## src/rtl/cache_control_if.sv

```systemverilog
// Controller-side bundle: CPU request/response, datapath controls and physical memory handshake.
// master drives requests, tag status and pmem_resp; slave is the cache controller.
interface cache_control_if;
   logic mem_read;
   logic mem_write;
   logic mem_resp;
   logic hit;
   logic dirty;
   logic pmem_read;
   logic pmem_write;
   logic pmem_resp;
   logic load_data;
   logic load_tag;
   logic set_valid;
   logic set_dirty;
   logic clear_dirty;
   logic load_lru;
   logic data_sel;
   logic pmem_addr_sel;
   logic cache_hit;
   logic cache_miss;
   logic cache_writeback;

   modport slave (
      input  mem_read, mem_write, hit, dirty, pmem_resp,
      output mem_resp, pmem_read, pmem_write, load_data, load_tag, set_valid,
             set_dirty, clear_dirty, load_lru, data_sel, pmem_addr_sel,
             cache_hit, cache_miss, cache_writeback
   );

   modport master (
      output mem_read, mem_write, hit, dirty, pmem_resp,
      input  mem_resp, pmem_read, pmem_write, load_data, load_tag, set_valid,
             set_dirty, clear_dirty, load_lru, data_sel, pmem_addr_sel,
             cache_hit, cache_miss, cache_writeback
   );
endinterface

```

## src/rtl/cache_control.sv

```systemverilog
// Write-back cache controller: zero-wait hits, miss -> optional writeback -> allocate -> replay in CHECK.
// Latency: hit same cycle, miss completes one cycle after final pmem_resp; pmem requests held until pmem_resp.
module cache_control (
   input  logic            clk,
   input  logic            rst,
   cache_control_if.slave  bus
);

   typedef enum logic [1:0] {CHECK, WRITEBACK, ALLOCATE} state_t;

   state_t state_q, state_d;
   logic   refill_q, refill_d;

   always_ff @(posedge clk or posedge rst) begin
      if (rst) begin
         state_q  <= CHECK;
         refill_q <= 1'b0;
      end else begin
         state_q  <= state_d;
         refill_q <= refill_d;
      end
   end

   always_comb begin
      state_d             = state_q;
      refill_d            = refill_q;
      bus.mem_resp        = 1'b0;
      bus.pmem_read       = 1'b0;
      bus.pmem_write      = 1'b0;
      bus.load_data       = 1'b0;
      bus.load_tag        = 1'b0;
      bus.set_valid       = 1'b0;
      bus.set_dirty       = 1'b0;
      bus.clear_dirty     = 1'b0;
      bus.load_lru        = 1'b0;
      bus.data_sel        = 1'b0;
      bus.pmem_addr_sel   = 1'b0;
      bus.cache_hit       = 1'b0;
      bus.cache_miss      = 1'b0;
      bus.cache_writeback = 1'b0;

      case (state_q)
         CHECK: begin
            refill_d = 1'b0;
            if (bus.mem_read || bus.mem_write) begin
               if (bus.hit) begin
                  bus.mem_resp  = 1'b1;
                  bus.load_lru  = 1'b1;
                  // The replay after a refill is the same access, so it must not count twice.
                  bus.cache_hit = !refill_q;
                  if (bus.mem_write) begin
                     bus.load_data = 1'b1;
                     bus.set_dirty = 1'b1;
                  end
               end else begin
                  bus.cache_miss = 1'b1;
                  if (bus.dirty) begin
                     bus.cache_writeback = 1'b1;
                     state_d             = WRITEBACK;
                  end else begin
                     state_d = ALLOCATE;
                  end
               end
            end
         end

         WRITEBACK: begin
            bus.pmem_write    = 1'b1;
            bus.pmem_addr_sel = 1'b1;
            if (bus.pmem_resp) begin
               state_d = ALLOCATE;
            end
         end

         ALLOCATE: begin
            bus.pmem_read = 1'b1;
            if (bus.pmem_resp) begin
               bus.load_data   = 1'b1;
               bus.data_sel    = 1'b1;
               bus.load_tag    = 1'b1;
               bus.set_valid   = 1'b1;
               bus.clear_dirty = 1'b1;
               refill_d        = 1'b1;
               state_d         = CHECK;
            end
         end

         default: begin
            state_d  = CHECK;
            refill_d = 1'b0;
         end
      endcase
   end

endmodule

```

## src/flat_wrapper.sv

```systemverilog
// flat-port wrapper written by rule: the top's interface ports become plain ports
module cache_control_flat 
  (clk, rst, bus_mem_read, bus_mem_write, bus_hit, bus_dirty, bus_pmem_resp, bus_mem_resp, bus_pmem_read, bus_pmem_write, bus_load_data, bus_load_tag, bus_set_valid, bus_set_dirty, bus_clear_dirty, bus_load_lru, bus_data_sel, bus_pmem_addr_sel, bus_cache_hit, bus_cache_miss, bus_cache_writeback);
  cache_control_if bus_i ();
  input  logic clk;
  input  logic rst;
  input wire logic [$bits(bus_i.mem_read)-1:0] bus_mem_read;
  input wire logic [$bits(bus_i.mem_write)-1:0] bus_mem_write;
  input wire logic [$bits(bus_i.hit)-1:0] bus_hit;
  input wire logic [$bits(bus_i.dirty)-1:0] bus_dirty;
  input wire logic [$bits(bus_i.pmem_resp)-1:0] bus_pmem_resp;
  output wire logic [$bits(bus_i.mem_resp)-1:0] bus_mem_resp;
  output wire logic [$bits(bus_i.pmem_read)-1:0] bus_pmem_read;
  output wire logic [$bits(bus_i.pmem_write)-1:0] bus_pmem_write;
  output wire logic [$bits(bus_i.load_data)-1:0] bus_load_data;
  output wire logic [$bits(bus_i.load_tag)-1:0] bus_load_tag;
  output wire logic [$bits(bus_i.set_valid)-1:0] bus_set_valid;
  output wire logic [$bits(bus_i.set_dirty)-1:0] bus_set_dirty;
  output wire logic [$bits(bus_i.clear_dirty)-1:0] bus_clear_dirty;
  output wire logic [$bits(bus_i.load_lru)-1:0] bus_load_lru;
  output wire logic [$bits(bus_i.data_sel)-1:0] bus_data_sel;
  output wire logic [$bits(bus_i.pmem_addr_sel)-1:0] bus_pmem_addr_sel;
  output wire logic [$bits(bus_i.cache_hit)-1:0] bus_cache_hit;
  output wire logic [$bits(bus_i.cache_miss)-1:0] bus_cache_miss;
  output wire logic [$bits(bus_i.cache_writeback)-1:0] bus_cache_writeback;
  assign bus_i.mem_read = bus_mem_read;
  assign bus_i.mem_write = bus_mem_write;
  assign bus_i.hit = bus_hit;
  assign bus_i.dirty = bus_dirty;
  assign bus_i.pmem_resp = bus_pmem_resp;
  assign bus_mem_resp = bus_i.mem_resp;
  assign bus_pmem_read = bus_i.pmem_read;
  assign bus_pmem_write = bus_i.pmem_write;
  assign bus_load_data = bus_i.load_data;
  assign bus_load_tag = bus_i.load_tag;
  assign bus_set_valid = bus_i.set_valid;
  assign bus_set_dirty = bus_i.set_dirty;
  assign bus_clear_dirty = bus_i.clear_dirty;
  assign bus_load_lru = bus_i.load_lru;
  assign bus_data_sel = bus_i.data_sel;
  assign bus_pmem_addr_sel = bus_i.pmem_addr_sel;
  assign bus_cache_hit = bus_i.cache_hit;
  assign bus_cache_miss = bus_i.cache_miss;
  assign bus_cache_writeback = bus_i.cache_writeback;
  cache_control u_core (.clk(clk), .rst(rst), .bus(bus_i));
endmodule
```

## config.mk

```make
export PLATFORM = sky130hd
export DESIGN_NAME = cache_control_flat
export DESIGN_NICKNAME = d
export VERILOG_FILES = /design/src/rtl/cache_control_if.sv /design/src/rtl/cache_control.sv /design/src/flat_wrapper.sv
export SDC_FILE = /design/constraint.sdc
export NUM_CORES = 1
export LEC_CHECK = 0
export CAP_MARGIN = 15
export CORE_AREA = 4 4 41 43
export DETAILED_ROUTE_END_ITERATION = 10
export DIE_AREA = 0 0 45 47
export GPL_TIMING_DRIVEN = 0
export MAX_ROUTING_LAYER = met4
export PLACE_DENSITY = 0.52
export SLEW_MARGIN = 20
export SYNTH_ARGS = -nofsm -noshare
export SYNTH_HDL_FRONTEND = slang
export SYNTH_SLANG_ARGS = --single-unit
```

## constraint.sdc

```tcl
create_clock -name clk -period 1.65 [get_ports clk]
set_input_delay 0.33 -clock clk [delete_from_list [all_inputs] [get_ports clk]]
set_output_delay 0.33 -clock clk [all_outputs]
set_load 0.01 [all_outputs]
```

==> reports/metrics.cfg <==
[clocking]
clkSinkCount=3
clockRootBuffer=clkbuf_4
numCtsBuffers=3
cts_tree=done
clkLatencyLatePin_ps=240
clockBufferDepth=2
htree_levels=1
clk_pin_slew_ps=40

[floorplan]
ios=21
die_area_um2=2120
std_cell_rows=13
core-area_um2=1300
start_util=0.190
die_w_um=45
fp.dieH_um=47

[cells_and_area]
final_util=0.382
nets=65
final_cell_mix=9 x buf_4, 8 x dlygate4sd2_1, 5 x buf_2, 3 x nor2_1, 3 x clkbuf_4
final_common_cell=buf_4
final_cells=72
syn_to_final_growth_pct=101
layout-drive-gt1-share=0.474
antennaDiodeCount=0

[critical_path]
crit_fanout=5
crit_family=simple AND/OR/NAND/NOR gates
cp-end-kind=primary output
arrival_ps=1280
crit_path_max_incr_delay_ps=420
path_buf_inv=1
crit_path_start_kind=register
r2r-start=u_core.state_q[0]
worstReg2RegEnd=u_core.state_q[1]
cp_slowest_cell=dfrtp_2
crit_required_ps=1320
path_cells=nor2b_4 > and2_4 > or2_1 > buf_2
worstSetupPathType=reg2out
r2r_cells=4
reg2reg_setup_slack_ps=560

[grt]
grt_max_degree=6
gr-total-overflow=0
grt_first_pass_wirelength_um=1140
globalRouteTotalUtil=0.0858
first_global_vias=284
grt_antenna_before_repair=0

[placement]
place_inst=65
dp_slack_ps=-438
place.gp.congestion=0.661
port_buffers=20

[sta]
fin_crit_sh=0.979
setup_viol=0
tightest_slew_ps=195
fin_crit_ps=1610
slew_violations=0
slew-limit-headroom=0.869
finalHoldViolCount=0
fmax_mhz=619
rsz0062_at_grt=true
setup-tns-final_ps=0
skew_ps=1.48
fin_ws_ps=35.2

[detailed_routing]
drt_wl_total_um=727
first_iter_violations=0
via_count=293
vias_per_cell=4.07
ant_nets=0
drc_errors=0
dr.pass1.iters=1
wl_per_cell_um=10.1

[min_path]
min_path_type=in2async

[logic_synthesis]
seq_area_frac_synth=0.303
ys_warn_count=0
ys_types=18
ys_seq_elements=3
netlist_instances=30
syn_area_um2=248
syn-num-nets=37
synth_area_per_cell_um2=8.26

[status]
status=completed

[power_and_ir_drop]
powerDensity_nw_per_um2=1070
p_leak_nw=0.286
ir_drop_uv=537

[run]
maxCapViolCount=0

-- through the flow --
stage               cell area, µm²  hold WS (ps)  power [mW]
detailed placement             467           521       0.395
global placement               467           509       0.395
floorplan                      248          83.6       0.245
CTS                            493           266       0.531
global route                   497           296       0.574
finish                         497           265       0.530
-- state kept, by name, summed over array words and instances (netlist names) --
signal           flops
u_core.refill_q      1
u_core.state_q       2
-- layout make-up --
class                           count  area (µm²)
Fill cell                         149         805
Timing Repair Buffer               23         178
Multi-Input combinational cell     20         151
Sequential cell                     3        77.6
Buffer                              5        37.5
Clock buffer                        4        26.3
Tap cell                           15        18.8
Inverter                            2        7.51
-- cell usage after synthesis --
master     number  area, µm²
o21ai_0         2       10.0
o2bb2ai_1       1       8.76
nor2b_2         1       8.76
and3b_1         1       8.76
nor2_1          4       15.0
nand2_1         1       3.75
o31ai_1         1       7.51
o211a_1         1       10.0
or2_1           1       6.26
o21ai_1         1       5.00
inv_1           2       7.51
nor2b_1         2       12.5
dfrtp_1         3       75.1
buf_4           5       37.5
and2_4          1       8.76
nand2b_1        1       6.26
a21oi_1         1       5.00
and3_4          1       11.3
-- cells by family after synthesis --
| family | count (synthesis) | synth area share |
|---|---|---|
| and+or+nand+nor | 13 | 0.328 |
| AOI/OAI and AO/OA | 7 | 0.187 |
| buffers and inverters | 7 | 0.182 |
| DFF | 3 | 0.303 |
-- worst max path at each step --
stage                                  from            end  slack (ps)  cells after the start
after floorplan           u_core.state_q[0]  bus_cache_hit         300                      3
after global placement              bus_hit  bus_cache_hit        -450                      4
after detailed placement            bus_hit  bus_cache_hit        -440                      4
after CTS                 u_core.state_q[1]  bus_load_data           2                      4
final                     u_core.state_q[1]  bus_load_data          40                      4
after global routing      u_core.state_q[1]  bus_load_data         -30                      4
-- power breakdown --
part / internal (mW) / leakage, nW / switching [mW]
Clock: 0.0908 / 0.0150 / 0.0408
Sequential: 0.0934 / 0.0367 / 0.0234
Combinational: 0.161 / 0.235 / 0.121
Total: 0.345 / 0.286 / 0.185
-- per-layer routing --
metal / wire, µm / vias up / GRT usage
met2: 322 / 17 / 0.0989
met4: 19 / 0 / 0.0702
li1: - / 150 / -
met1: 289 / 124 / 0.0959
met3: 94 / 2 / 0.0613
met5: 0 / - / -
-- what timing repair did --
item / in CTS / in global routing
setup buffers: 2 / 1
setup endpoints to repair: 14 / 7
pin swaps: 1 / 3
hold buffers: 0 / 0
gates resized for setup: 42 / 6
Note: power is estimated with default switching activity, not from simulation.
